[src/rtl/shift_pkg.sv]
// +----------------------------------------------------------------------------+
// | shift_pkg : funct encodings, issue states and the shift-command record     |
// | Rev 1.0                                                                    |
// +----------------------------------------------------------------------------+
`default_nettype none

package shift_pkg;

  localparam logic [5:0] FUNCT_SLL  = 6'b000000;
  localparam logic [5:0] FUNCT_SRL  = 6'b000010;
  localparam logic [5:0] FUNCT_SRA  = 6'b000011;
  localparam logic [5:0] FUNCT_SLLV = 6'b000100;
  localparam logic [5:0] FUNCT_SRLV = 6'b000110;
  localparam logic [5:0] FUNCT_SRAV = 6'b000111;

  // Widest destination index a command can carry; narrower RD_W zero-pads.
  localparam int RD_W_MAX = 16;

  typedef enum logic [1:0] {
    ST_EMPTY = 2'd0,
    ST_ONE   = 2'd1,
    ST_FULL  = 2'd2
  } issue_state_e;

  typedef struct packed {
    logic [31:0]         d;
    logic [4:0]          sa;
    logic                right;
    logic                arith;
    logic [RD_W_MAX-1:0] rd;
    logic                illegal;
  } shift_cmd_t;

endpackage

`default_nettype wire

[src/rtl/shift_issue_if.sv]
// +----------------------------------------------------------------------------+
// | shift_issue_if : instruction-in / shift-command-out bundle                 |
// | Rev 1.0                                                                    |
// +----------------------------------------------------------------------------+
`default_nettype none

interface shift_issue_if #(
  parameter int RD_W = 5
);
  logic            in_valid;
  logic            in_ready;
  logic [5:0]      in_funct;
  logic [4:0]      in_shamt;
  logic [31:0]     in_rs;
  logic [31:0]     in_rt;
  logic [RD_W-1:0] in_rd;
  logic            flush;
  logic            out_valid;
  logic            out_ready;
  logic [31:0]     sh_d;
  logic [4:0]      sh_sa;
  logic            sh_right;
  logic            sh_arith;
  logic [RD_W-1:0] out_rd;
  logic            out_illegal;

  modport master (
    output in_valid, in_funct, in_shamt, in_rs, in_rt, in_rd, flush, out_ready,
    input  in_ready, out_valid, sh_d, sh_sa, sh_right, sh_arith, out_rd, out_illegal
  );

  modport slave (
    input  in_valid, in_funct, in_shamt, in_rs, in_rt, in_rd, flush, out_ready,
    output in_ready, out_valid, sh_d, sh_sa, sh_right, sh_arith, out_rd, out_illegal
  );
endinterface

`default_nettype wire

[src/rtl/shift_decode.sv]
// +----------------------------------------------------------------------------+
// | shift_decode : R-type funct/shamt/rs -> shift command (combinational)      |
// | Config macro: SHIFT_VAR_EN enables sllv/srlv/srav.        Rev 1.0          |
// +----------------------------------------------------------------------------+
`default_nettype none

module shift_decode
  import shift_pkg::*;
#(
  parameter int RD_W = 5
) (
  input  logic [5:0]      funct,
  input  logic [4:0]      shamt,
  input  logic [31:0]     rs,
  input  logic [31:0]     rt,
  input  logic [RD_W-1:0] rd,
  output shift_cmd_t      cmd
);

  // Only rs[4:0] can ever matter; without variable shifts rs is dead entirely.
  logic unused_rs;
`ifdef SHIFT_VAR_EN
  assign unused_rs = ^rs[31:5];
`else
  assign unused_rs = ^rs;
`endif

  always_comb begin
    cmd    = '0;
    cmd.d  = rt;
    cmd.rd = RD_W_MAX'(rd);
    case (funct)
      FUNCT_SLL, FUNCT_SRL, FUNCT_SRA: begin
        cmd.sa    = shamt;
        cmd.right = funct[1];
        cmd.arith = funct[1] & funct[0];
      end
`ifdef SHIFT_VAR_EN
      FUNCT_SLLV, FUNCT_SRLV, FUNCT_SRAV: begin
        cmd.sa    = rs[4:0];
        cmd.right = funct[1];
        cmd.arith = funct[1] & funct[0];
      end
`endif
      default: cmd.illegal = 1'b1;
    endcase
  end

endmodule

`default_nettype wire

[src/rtl/shift_issue.sv]
// +----------------------------------------------------------------------------+
// | shift_issue : decode + two-entry skid buffer issuing shift commands        |
// | Config macro: SHIFT_VAR_EN (see shift_decode).            Rev 1.0          |
// +----------------------------------------------------------------------------+
`default_nettype none

module shift_issue
  import shift_pkg::*;
#(
  parameter int RD_W = 5
) (
  input logic          clk,
  input logic          rst,
  shift_issue_if.slave bus
);

  shift_cmd_t   dec_cmd;
  shift_cmd_t   main_d, main_q;
  shift_cmd_t   skid_d, skid_q;
  issue_state_e state_d, state_q;
  logic         out_valid_d, out_valid_q;
  logic         in_ready_d, in_ready_q;
  logic         accept, drain;

  shift_decode #(.RD_W(RD_W)) u_decode (
    .funct (bus.in_funct),
    .shamt (bus.in_shamt),
    .rs    (bus.in_rs),
    .rt    (bus.in_rt),
    .rd    (bus.in_rd),
    .cmd   (dec_cmd)
  );

  assign accept = bus.in_valid & in_ready_q;
  assign drain  = out_valid_q & bus.out_ready;

  always_comb begin
    state_d = state_q;
    main_d  = main_q;
    skid_d  = skid_q;
    if (bus.flush) begin
      state_d = ST_EMPTY;
    end else begin
      case (state_q)
        ST_EMPTY: begin
          if (accept) begin
            main_d  = dec_cmd;
            state_d = ST_ONE;
          end
        end
        ST_ONE: begin
          if (accept && drain) begin
            main_d = dec_cmd;
          end else if (accept) begin
            skid_d  = dec_cmd;
            state_d = ST_FULL;
          end else if (drain) begin
            state_d = ST_EMPTY;
          end
        end
        ST_FULL: begin
          // in_ready is low here, so only the head can move.
          if (drain) begin
            main_d  = skid_q;
            state_d = ST_ONE;
          end
        end
        default: state_d = ST_EMPTY;
      endcase
    end
    out_valid_d = (state_d != ST_EMPTY);
    in_ready_d  = (state_d != ST_FULL);
  end

  always_ff @(posedge clk or posedge rst) begin
    if (rst) begin
      state_q     <= ST_EMPTY;
      main_q      <= '0;
      skid_q      <= '0;
      out_valid_q <= 1'b0;
      in_ready_q  <= 1'b1;
    end else begin
      state_q     <= state_d;
      main_q      <= main_d;
      skid_q      <= skid_d;
      out_valid_q <= out_valid_d;
      in_ready_q  <= in_ready_d;
    end
  end

  assign bus.in_ready    = in_ready_q;
  assign bus.out_valid   = out_valid_q;
  assign bus.sh_d        = main_q.d;
  assign bus.sh_sa       = main_q.sa;
  assign bus.sh_right    = main_q.right;
  assign bus.sh_arith    = main_q.arith;
  assign bus.out_rd      = main_q.rd[RD_W-1:0];
  assign bus.out_illegal = main_q.illegal;

  generate
    if (RD_W < RD_W_MAX) begin : g_rd_pad
      logic unused_rd_hi;
      assign unused_rd_hi = ^main_q.rd[RD_W_MAX-1:RD_W];
    end
  endgenerate

endmodule

`default_nettype wire

[src/flat_wrapper.sv]
// flat-port wrapper written by rule: the top's interface ports become plain ports
module shift_issue_flat import shift_pkg::*;
#(
  parameter int RD_W = 5
)
  (clk, rst, bus_in_valid, bus_in_funct, bus_in_shamt, bus_in_rs, bus_in_rt, bus_in_rd, bus_flush, bus_out_ready, bus_in_ready, bus_out_valid, bus_sh_d, bus_sh_sa, bus_sh_right, bus_sh_arith, bus_out_rd, bus_out_illegal);
  shift_issue_if #(.RD_W(RD_W)) bus_i ();
  input logic clk;
  input logic rst;
  input wire logic [$bits(bus_i.in_valid)-1:0] bus_in_valid;
  input wire logic [$bits(bus_i.in_funct)-1:0] bus_in_funct;
  input wire logic [$bits(bus_i.in_shamt)-1:0] bus_in_shamt;
  input wire logic [$bits(bus_i.in_rs)-1:0] bus_in_rs;
  input wire logic [$bits(bus_i.in_rt)-1:0] bus_in_rt;
  input wire logic [$bits(bus_i.in_rd)-1:0] bus_in_rd;
  input wire logic [$bits(bus_i.flush)-1:0] bus_flush;
  input wire logic [$bits(bus_i.out_ready)-1:0] bus_out_ready;
  output wire logic [$bits(bus_i.in_ready)-1:0] bus_in_ready;
  output wire logic [$bits(bus_i.out_valid)-1:0] bus_out_valid;
  output wire logic [$bits(bus_i.sh_d)-1:0] bus_sh_d;
  output wire logic [$bits(bus_i.sh_sa)-1:0] bus_sh_sa;
  output wire logic [$bits(bus_i.sh_right)-1:0] bus_sh_right;
  output wire logic [$bits(bus_i.sh_arith)-1:0] bus_sh_arith;
  output wire logic [$bits(bus_i.out_rd)-1:0] bus_out_rd;
  output wire logic [$bits(bus_i.out_illegal)-1:0] bus_out_illegal;
  assign bus_i.in_valid = bus_in_valid;
  assign bus_i.in_funct = bus_in_funct;
  assign bus_i.in_shamt = bus_in_shamt;
  assign bus_i.in_rs = bus_in_rs;
  assign bus_i.in_rt = bus_in_rt;
  assign bus_i.in_rd = bus_in_rd;
  assign bus_i.flush = bus_flush;
  assign bus_i.out_ready = bus_out_ready;
  assign bus_in_ready = bus_i.in_ready;
  assign bus_out_valid = bus_i.out_valid;
  assign bus_sh_d = bus_i.sh_d;
  assign bus_sh_sa = bus_i.sh_sa;
  assign bus_sh_right = bus_i.sh_right;
  assign bus_sh_arith = bus_i.sh_arith;
  assign bus_out_rd = bus_i.out_rd;
  assign bus_out_illegal = bus_i.out_illegal;
  shift_issue #(.RD_W(RD_W)) u_core (.clk(clk), .rst(rst), .bus(bus_i));
endmodule
[config.mk]
export PLATFORM = sky130hd
export DESIGN_NAME = shift_issue_flat
export DESIGN_NICKNAME = d
export VERILOG_FILES = /design/src/rtl/shift_pkg.sv /design/src/rtl/shift_issue_if.sv /design/src/rtl/shift_decode.sv /design/src/rtl/shift_issue.sv /design/src/flat_wrapper.sv
export SDC_FILE = /design/constraint.sdc
export NUM_CORES = 1
export LEC_CHECK = 0
export BUFFER_PORTS_ARGS = -buffer_cell sky130_fd_sc_hd__buf_4
export CAP_MARGIN = 15
export CELL_PAD_IN_SITES_DETAIL_PLACEMENT = 0
export CELL_PAD_IN_SITES_GLOBAL_PLACEMENT = 1
export CORE_UTILIZATION = 35
export CTS_CLUSTER_DIAMETER = 100
export DETAILED_ROUTE_END_ITERATION = 8
export MAX_ROUTING_LAYER = met4
export PLACE_DENSITY = 0.75
export SLEW_MARGIN = 10
export SYNTH_ARGS = -nofsm -noshare
export SYNTH_HDL_FRONTEND = slang
export SYNTH_HIERARCHICAL = 1
export SYNTH_SLANG_ARGS = --single-unit
[constraint.sdc]
create_clock -name clk -period 3.8 [get_ports clk]
set_input_delay 0.76 -clock clk [delete_from_list [all_inputs] [get_ports clk]]
set_output_delay 0.76 -clock clk [all_outputs]
set_load 0.05 [all_outputs]
Yosys cells after proc, flatten, opt, wreduce, memory -nomap -nowiden --
Cells that the tools add are included.
Storage, ports and cells: logic and storage cells 49, latch bits 0, register bits 94, memory bits (read-only) 0, memories 0, RAM bits 0, bits of input ports 85
Operators by class: bitwise gates (word level) 5, $lt $le $gt $ge 0, eq/ne operators 8, div/mod/pow operators 0, $add $sub $neg 0, multiply operators 0, reductions and logical operators 8, shifts and indexed selects 0, muxes and demuxes 13
Operators by type and width (number):
- 56-bit two-way mux | 3
- 56-bit case mux with 3 select lines | 1
- 6-bit by 2-bit == test with 1-bit output, second input constant | 2
- 2-bit two-way mux | 6
- 7-bit two-way mux | 1
- 6-bit zero test | 1
- 2-bit by 1-bit != test with 1-bit output, second input constant | 3
- 2-bit case mux with 3 select lines | 1
- 5-bit AND reduction | 1
- 4-bit AND reduction | 1
- 1-bit AND | 3
- 3-bit nonzero test | 1
- 3-bit OR reduction | 1
- 2-bit by 1-bit == test with 1-bit output, second input constant | 1
- 2-bit == test, second input constant | 1
- 2-bit zero test | 1
- 2-bit != test, second input constant | 1
- 1-bit NOT | 2
- 2-bit nonzero test | 1
- 1-bit logical AND | 1
- 1-bit two-way mux | 1

Longest topological paths before layout --
Gate-level depths: netlist of run 1.
depth in word-level cells 7, mapped depth 5, depth with buffers taken out 4

Hierarchy --
The synthesis of run 1 kept the hierarchy.
Modules (own cells, without submodules):
- shift_issue | area each 3826.2 µm², times used 1, cells an instance 272
- shift_decode | area each 440.4 µm², times used 1, cells an instance 59

Worst setup path after synthesis of run 1 --
OpenSTA, ideal clock, no wires.
path kind input-to-reg, start in bus_flush, end reg u_core/skid_q[0] (netlist bit), stages 4, data arrival time 1.883 ns, library setup time 0.125 ns, path slack 1.792 ns, cells stage by stage clkbuf_1 > nor3_4 > buf_6 > mux2_2
Between the ends: word-level cells in the longest chain between the ends 2
RTL lines:
- start, declared | RTL line flat_wrapper.sv:16 | input wire logic [$bits(bus_i.flush)-1:0] bus_flush;
- 1-bit NOT (no line)
- 4-bit AND reduction (no line)
- end signal, assigned | RTL line shift_issue.sv:85 | skid_q <= skid_d;
- end, declared | RTL line shift_issue.sv:19 | shift_cmd_t skid_d, skid_q;
Every way passes these cells. A chain may end at the register's enable or synchronous reset.

Final worst setup path of run 1 --
start reg u_core.in_ready_q (netlist: u_core/bus.in_ready), end reg u_core.main_q (netlist bit u_core/bus.sh_d[3])
Between the ends: word-level cells in the longest chain between the ends 4, elaborated cells between the ends (all ways) 5, those cells by class eq/ne: 2; bitwise: 1; reduce/logical: 2
RTL lines:
- start, declared | RTL line shift_issue.sv:22 | logic in_ready_d, in_ready_q;
- start signal, assigned | RTL line shift_issue.sv:87 | in_ready_q <= in_ready_d;
- 1-bit AND (*) | RTL line shift_issue.sv:34 | assign accept = bus.in_valid & in_ready_q;
- 1-bit logical AND | RTL line shift_issue.sv:52 | if (accept && drain) begin
- 2-bit by 1-bit != test with 1-bit output (no line)
- 5-bit AND reduction (no line) (*)
- end signal, assigned | RTL line shift_issue.sv:84 | main_q <= main_d;
- end, declared | RTL line shift_issue.sv:18 | shift_cmd_t main_d, main_q;
Every way passes the cells marked *; elsewhere a longest branch is shown, timed or not.

==> impl_metrics.toml, run 1 <==
[status]
status = "finished with violations"
violations = "design-rule violations"

[floorplanning]
dieArea_um2 = 12380
row_count = 39
ios = 132
die_height_um = 111.3
core_area_um2 = 11520
chipWidth_um = 111.3
initial_core_util_pct = 36.30

[timing]
relSlewSlack_pct = 58.60
worstMarginPinSlew_ps = 621.0
drv_slew = 0
finalSetupViolCount = 0
fin_setup_tns_ps = 0
rsz0062_at_grt = "no"
hold_ws_ps = 324.4
fmax_ghz = 0.5107
fin_crit_sh_pct = 51.53
fin_crit_ps = 1958
hold_viol_final = 0
skew_ps = 4.109

[global_route]
grt_max_degree = 87
grt_antenna_before_repair = 0
grt_overflow = 0
track_usage_pct = 16.68
grt_pass1_vias = 2962
grt_pass1_wl_um = 15720

[route]
ant_nets = 0
drt-pass1-iter-count = 6
routed_wl_um = 9454
vias_per_cell = 5.310
drt_iter0_drc = 165
num_vias = 2788
post-route-drc-count = 12
wl_per_cell_um = 18.01

[worst_setup_path]
cp-start-kind = "flop"
crit-reg2reg-launch = "u_core/bus.in_ready"
startpoint = "u_core/bus.in_ready"
required_ps = 4050
rrSetupSlack_ps = 1840
endpoint = "u_core/bus.sh_d[3]"
critPathKind = "flop to flop"
regToRegEndpoint = "u_core/bus.sh_d[3]"
cp-end-kind = "flop"
arrival_ps = 2210
worstRegToRegCells = 5
path_max_fanout = 47

[finish]
area_growth_pct = 21.46
fillers = 1072
final_cells = 525
diodes = 0
utilization_pct = 44.09
nets = 462
drive_above_1_share_pct = 45.03

[logic_synthesis]
synthCells = 319
syn_area_um2 = 4180
yosys_warnings = 6
syn_avg_cell_area_um2 = 13.10
syn_nets = 404

[cts]
cts_made_buffers = 9
cts_resized = 0
hold_buffers = 0
cts_tree = "done"
cts_buffer_depth = 2
clock-sinks = 94
cts_root_buffer = "clkbuf_16"
clkSlewWorstSetupHoldPaths_ps = 60
post_cts_buffers = 0
ctsHtreeMaxLevel = 3
clk_latency_ps = 330

[min_path]
hp-class = "input pin to asynchronous set/reset pin"

[pwr]
p_leak_nw = 2.267
powerDensity_nw_per_um2 = 771.1
total_power_mw = 3.915
vdd_drop_max_uv = 319.7

[placed_design]
dp_cells = 509
portBuffers = 99
place_hpwl_um = 5801
gp_congestion = 0.7291

[flow_run]
maxCapViolations = 0
routing by layer:
| metal | part of all wire (%) | wire (um) | global-route usage [%] | vias to the layer above |
|---|---|---|---|---|
| met5 | 0 | 0 | - | - |
| met1 | 46 | 4367 | 21.35 | 1437 |
| li1 | - | - | - | 1286 |
| met3 | 3.1 | 290 | 2.679 | 11 |
| met4 | 1.4 | 131 | 6.216 | 0 |
| met2 | 49 | 4664 | 26.71 | 54 |
placed cells by master, fill, tap and decap left out, types with 2 or more instances in the layout:
cell type,n
clkbuf_1,3
and3_1,6
buf_4,106
mux2_1,3
nand2_1,3
o22ai_1,45
clkbuf_16,9
mux2_2,42
clkinv_2,2
dfrtp_1,93
a2bb2oi_1,46
flip-flops by register name (all words and copies together), names as in the netlist:
| name | cells |
|---|---|
| u_core/skid_q | 45 |
| u_core/bus.out_valid | 1 |
| u_core/bus.out_rd | 5 |
| u_core/bus.out_illegal | 1 |
| u_core/bus.sh_right | 1 |
| u_core/bus.sh_d | 32 |
| u_core/bus.sh_sa | 5 |
| u_core/state_q | 2 |
| u_core/bus.in_ready | 1 |
| u_core/bus.sh_arith | 1 |
worst max-delay path: stages (launching register included):
cell	delay, ps
dfstp_2	580
nand3b_4	100
buf_4	330
a211oi_4	290
buf_4	350
a2bb2oi_1	200
report_power, final:
part | total [mW] | switching, mW | leakage, nW | internal (mW)
Clock | 0.888 | 0.359 | 0.144 | 0.529
Sequential | 1.55 | 0.195 | 1.10 | 1.35
Combinational | 1.48 | 0.904 | 1.02 | 0.577
metrics by stage:
stage	setup WS [ps]	cell area, um2
3_5_place_dp	1549	4783
4_1_cts	1832	5077
6_report	1842	5077
3_3_place_gp	1584	4783
5_1_grt	1729	5077
2_1_floorplan	593.0	4180
worst min path at each step:
stage | slack (ps) | endpoint | depth (start not counted)
after global routing | 320 | u_core/bus.sh_d[4] | 2
after floorplan | 460 | u_core/skid_q[52] | 1
final | 320 | u_core/bus.sh_d[4] | 2
after detailed placement | 480 | u_core/skid_q[54] | 1
after global placement | 470 | u_core/skid_q[54] | 1
after CTS | 310 | u_core/bus.sh_d[4] | 2
cell type report:
type                            instances  area [um2]  share of cell area [%]
Clock inverter                          3       43.79                  0.8625
Timing Repair Buffer                  107       815.8                   16.07
Multi-Input combinational cell        163        1426                   28.09
Clock buffer                           13       250.2                   4.929
Inverter                                2       8.758                  0.1725
Tap cell                              143       178.9                   3.524
Sequential cell                        94        2354                   46.35
(Power assumes the default switching activity.)
==> run 2, diff against run 1 <==
==> constraint.sdc (replaced) <==
create_clock -name clk -period 1.9 [get_ports clk]
set_input_delay 0.38 -clock clk [delete_from_list [all_inputs] [get_ports clk]]
set_output_delay 0.38 -clock clk [all_outputs]
set_load 0.05 [all_outputs]
==> impl_metrics.toml, run 2 (synthesis results as in run 1) <==
[route]
ant_nets = 0
post-route-drc-count = 8
drt-pass1-iter-count = 6
drt_iter0_drc = 194
vias_per_cell = 5.360
wl_per_cell_um = 18.41
routed_wl_um = 9718
num_vias = 2830

[pwr]
vdd_drop_max_uv = 679.6
powerDensity_nw_per_um2 = 1529
total_power_mw = 7.908
p_leak_nw = 2.296

[global_route]
grt_pass1_vias = 3013
grt_overflow = 0
grt_pass1_wl_um = 16120
grt_max_degree = 55
grt_antenna_before_repair = 0
track_usage_pct = 17.09

[placed_design]
pre_cts_ws_ps = -19.76
place_hpwl_um = 5878
gp_congestion = 0.6998
portBuffers = 99
dpl_cell_area_um2 = 4851

[floorplanning]
ios = 132
row_count = 39
dieArea_um2 = 12380
die_height_um = 111.3
core_area_um2 = 11520
chipWidth_um = 111.3
initial_core_util_pct = 36.30

[worst_setup_path]
critPathKind = "flop to flop"
arrival_ps = 1950
cp-start-kind = "flop"
crit_path_max_incr_delay_ps = 580
path_max_fanout = 25
cp-end-kind = "flop"
required_ps = 2110
critPathTopFamily = "flip-flops"
regToRegEndpoint = "u_core/skid_q[52]"
worstRegToRegCells = 4
crit-reg2reg-launch = "u_core/bus.in_ready"
crit_buf_inv = 1
slowest_stage = "dfstp_2"
rrSetupSlack_ps = 170
path_cells = "nand3b_4 > nor3_4 > buf_12 > mux2_1"

[finish]
area_growth_pct = 23.71
design_area_um2 = 5171
diodes = 0
top_register = "u_core/skid_q"
nets = 465
fillers = 1064
utilization_pct = 44.90
drive_above_1_share_pct = 45.97
final_common_cell = "buf_4"
largest_reg_flops = 45
layout_common_cells = "buf_4, dfrtp_1, o22ai_1, a2bb2oi_1, mux2_2"

[cts]
cts_made_buffers = 9
clock-sinks = 94
clkSlewWorstSetupHoldPaths_ps = 60
ctsHtreeMaxLevel = 3
cts_tree = "done"
clk_latency_ps = 340
cts_buffer_depth = 2
cts_root_buffer = "clkbuf_16"
post_cts_buffers = 0

[timing]
fin_crit_ps = 1735
skew_ps = 4.345
fin_ws_ps = 165.1
rsz0062_at_grt = "no"
hold_ws_ps = 118.6
relSlewSlack_pct = 49.50
worstMarginPinSlew_ps = 755.7
drv_slew = 0
hold_viol_final = 0
fin_crit_sh_pct = 91.31
fmax_ghz = 0.5764
finalSetupViolCount = 0

[status]
status = "finished with violations"
violations = "design-rule violations"

[flow_run]
maxCapViolations = 0

[min_path]
hp-class = "input pin to asynchronous set/reset pin"
-- run 2: changes by cell type in the layout (fill, tap and decap cells not counted) --
cell	previous run	this run
clkbuf_8	1	2
buf_12	1	5
clkinv_2	2	1
clkbuf_1	3	2
clkinvlp_4	0	2
clkinv_4	1	0
nor2_4	1	2
a2bb2oi_2	0	1
a2bb2oi_1	46	45
buf_4	106	104
-- run 2: worst max path at each step --
stage	start	end	slack (ps)	cells past startpoint
3_3_place_gp	u_core/state_q[1]	u_core/bus.sh_d[1]	-4	3
3_5_place_dp	u_core/state_q[1]	u_core/bus.out_illegal	-20	3
6_report	u_core/bus.in_ready	u_core/skid_q[52]	170	4
2_1_floorplan	u_core/bus.in_ready	u_core/skid_q[0]	10	4
5_1_grt	u_core/state_q[0]	u_core/bus.sh_d[10]	90	5
4_1_cts	u_core/bus.in_ready	u_core/skid_q[27]	150	4
-- run 2: per-layer routing --
metal	up-vias	share of wire (%)	global-route usage, %
met1	1474	45	21.30
met4	0	0.88	4.865
met3	8	3.4	3.390
met5	-	0	-
met2	62	51	28.21
li1	1286	-	-
-- run 2: per-stage QoR --
step	setup TNS, ps	instances
after floorplan	0	319
after global placement	-4.305	511
after detailed placement	-213.0	511
after CTS	0	528
after global routing	0	528
final	0	528
-- run 2: layout make-up --
cell class | count | area (um2) | share of cell area (%)
clock buffer | 13 | 260.3 | 5.033
timing repair buffer | 109 | 880.8 | 17.03
clock inverter | 3 | 42.54 | 0.8226
multi-input combinational | 164 | 1444 | 27.92
sequential | 94 | 2354 | 45.51
inverter | 2 | 11.26 | 0.2178
tap | 143 | 178.9 | 3.460
-- run 2: power by group --
part           internal [mW]  switching [mW]
clock                   1.09           0.726
combinational           1.18            1.82
sequential              2.70           0.394
-- run 2: worst reg2reg max path: cells and delay by family, from the launching register on --
kind                   cells  cell delay, ps
buffers and inverters      1             230
DFF                        1             580
muxes                      1             370
and+or+nand+nor            2             430
-- run 2: timing repair --
item / CTS / global route
hold buffers: 0 / 0
resized for setup: 2 / 0
endpoints found under the setup margin: 27 / 0
==> run 3, diff against run 2 <==
--- a/config.mk
+++ b/config.mk
@@ -9,8 +9,10 @@
 export CAP_MARGIN = 15
 export CELL_PAD_IN_SITES_DETAIL_PLACEMENT = 0
 export CELL_PAD_IN_SITES_GLOBAL_PLACEMENT = 1
+export CORE_ASPECT_RATIO = 0.75
 export CORE_UTILIZATION = 35
 export CTS_CLUSTER_DIAMETER = 100
+export CTS_CLUSTER_SIZE = 20
 export DETAILED_ROUTE_END_ITERATION = 8
 export MAX_ROUTING_LAYER = met4
 export PLACE_DENSITY = 0.75
==> impl_metrics.toml, run 3 (synthesis results as in run 1) <==
[finish]
area_growth_pct = 23.44
nets = 466
final_cells = 548
final_common_cell = "buf_4"
layout_common_cells = "buf_4, dfrtp_1, a2bb2oi_1, o22ai_1, mux2_2"
utilization_pct = 44.43
drive_above_1_share_pct = 46.37
fillers = 1083
diodes = 0
largest_reg_flops = 45
top_register = "u_core/skid_q"

[route]
num_vias = 2801
post-route-drc-count = 0
ant_nets = 0
wl_per_cell_um = 17.14
vias_per_cell = 5.111
routed_wl_um = 9391
drt-pass1-iter-count = 4
drt_iter0_drc = 138

[pwr]
vdd_drop_max_uv = 626.8
p_leak_nw = 2.282
powerDensity_nw_per_um2 = 1507
total_power_mw = 7.776

[worst_setup_path]
worstRegToRegCells = 4
startpoint = "u_core/bus.in_ready"
crit_path_max_incr_delay_ps = 580
crit-reg2reg-launch = "u_core/bus.in_ready"
critPathKind = "flop to flop"
cp-start-kind = "flop"
rrSetupSlack_ps = 190
path_cells = "nand3b_4 > nor3_4 > buf_12 > mux2_2"
cp-end-kind = "flop"
critPathTopFamily = "flip-flops"
crit_buf_inv = 1
required_ps = 2130
regToRegEndpoint = "u_core/skid_q[47]"
path_max_fanout = 26
slowest_stage = "dfstp_2"
arrival_ps = 1940

[floorplanning]
die_height_um = 96.65
core_area_um2 = 11610
initial_core_util_pct = 35.99
dieArea_um2 = 12390
row_count = 34
ios = 132
chipWidth_um = 128.2

[cts]
clkSlewWorstSetupHoldPaths_ps = 70
cts_tree = "done"
cts_made_buffers = 9
ctsHtreeMaxLevel = 3
clk_latency_ps = 340
clock-sinks = 94
post_cts_buffers = 0
hold_buffers = 0
cts_buffer_depth = 2
cts_root_buffer = "clkbuf_16"
cts_resized = 0

[placed_design]
place_hpwl_um = 6131
dp_cells = 532
portBuffers = 99
gp_congestion = 0.7164

[timing]
fin_setup_tns_ps = 0
worstMarginPinSlew_ps = 488.9
drv_slew = 0
finalSetupViolCount = 0
fin_crit_ps = 1711
skew_ps = 4.387
rsz0062_at_grt = "no"
fmax_ghz = 0.5843
fin_crit_sh_pct = 90.07
hold_viol_final = 0
relSlewSlack_pct = 67.28

[min_path]
hp-class = "input pin to asynchronous set/reset pin"

[global_route]
grt_pass1_wl_um = 15760
grt_pass1_vias = 3083
grt_max_degree = 42
grt_antenna_before_repair = 0
grt_overflow = 0
track_usage_pct = 16.67

[status]
status = "completed"

[flow_run]
maxCapViolations = 0
[run 3: changes by cell type in the layout (fill, tap and decap cells not counted), sizes merged]
| cell | delta |
|---|---|
| bufinv | -1 |
| inv | +2 |
| buf | +2 |
| clkinv | +2 |
| clkbuf | -4 |
| clkinvlp | +1 |
| nor2 | -1 |
[run 3: stage by stage]
step	cell area, um2	hold WS (ps)	setup slack (ps)
after floorplan	4184	458.9	10.90
after global placement	4877	410.8	209.8
after detailed placement	4877	421.2	178.2
after CTS	5160	45.89	169.3
after global routing	5160	59.83	108.1
final	5160	56.46	188.7
[run 3: worst max-delay path by stage]
stage	end	slack, ps	cells past startpoint
after floorplan	u_core/skid_q[0]	10	4
after global placement	u_core/skid_q[42]	210	4
after detailed placement	u_core/skid_q[47]	180	4
after CTS	u_core/skid_q[45]	170	4
after global routing	u_core/skid_q[38]	110	4
final	u_core/skid_q[47]	190	4
[run 3: where the power goes]
group | switching, mW | internal, mW | leakage (nW)
clock network | 0.804 | 0.903 | 0.134
logic | 1.81 | 1.17 | 1.04
registers | 0.391 | 2.70 | 1.10
total | 3.00 | 4.77 | 2.28
[run 3: cell type report]
class	count	area [um2]	share of cell area (%)
Clock buffer	9	225.2	4.365
Clock inverter	7	57.56	1.115
Inverter	2	11.26	0.2182
Multi-Input combinational cell	163	1426	27.64
Sequential cell	94	2354	45.61
Tap cell	162	202.7	3.928
Timing Repair Buffer	111	883.3	17.12
[run 3: per-layer routing]
layer	vias up	GRT usage, %	share of wire (%)
met3	9	3.429	4.0
met4	0	4.887	1.1
li1	1291	-	-
met5	-	-	0
met2	72	25.82	47
met1	1429	22.08	47
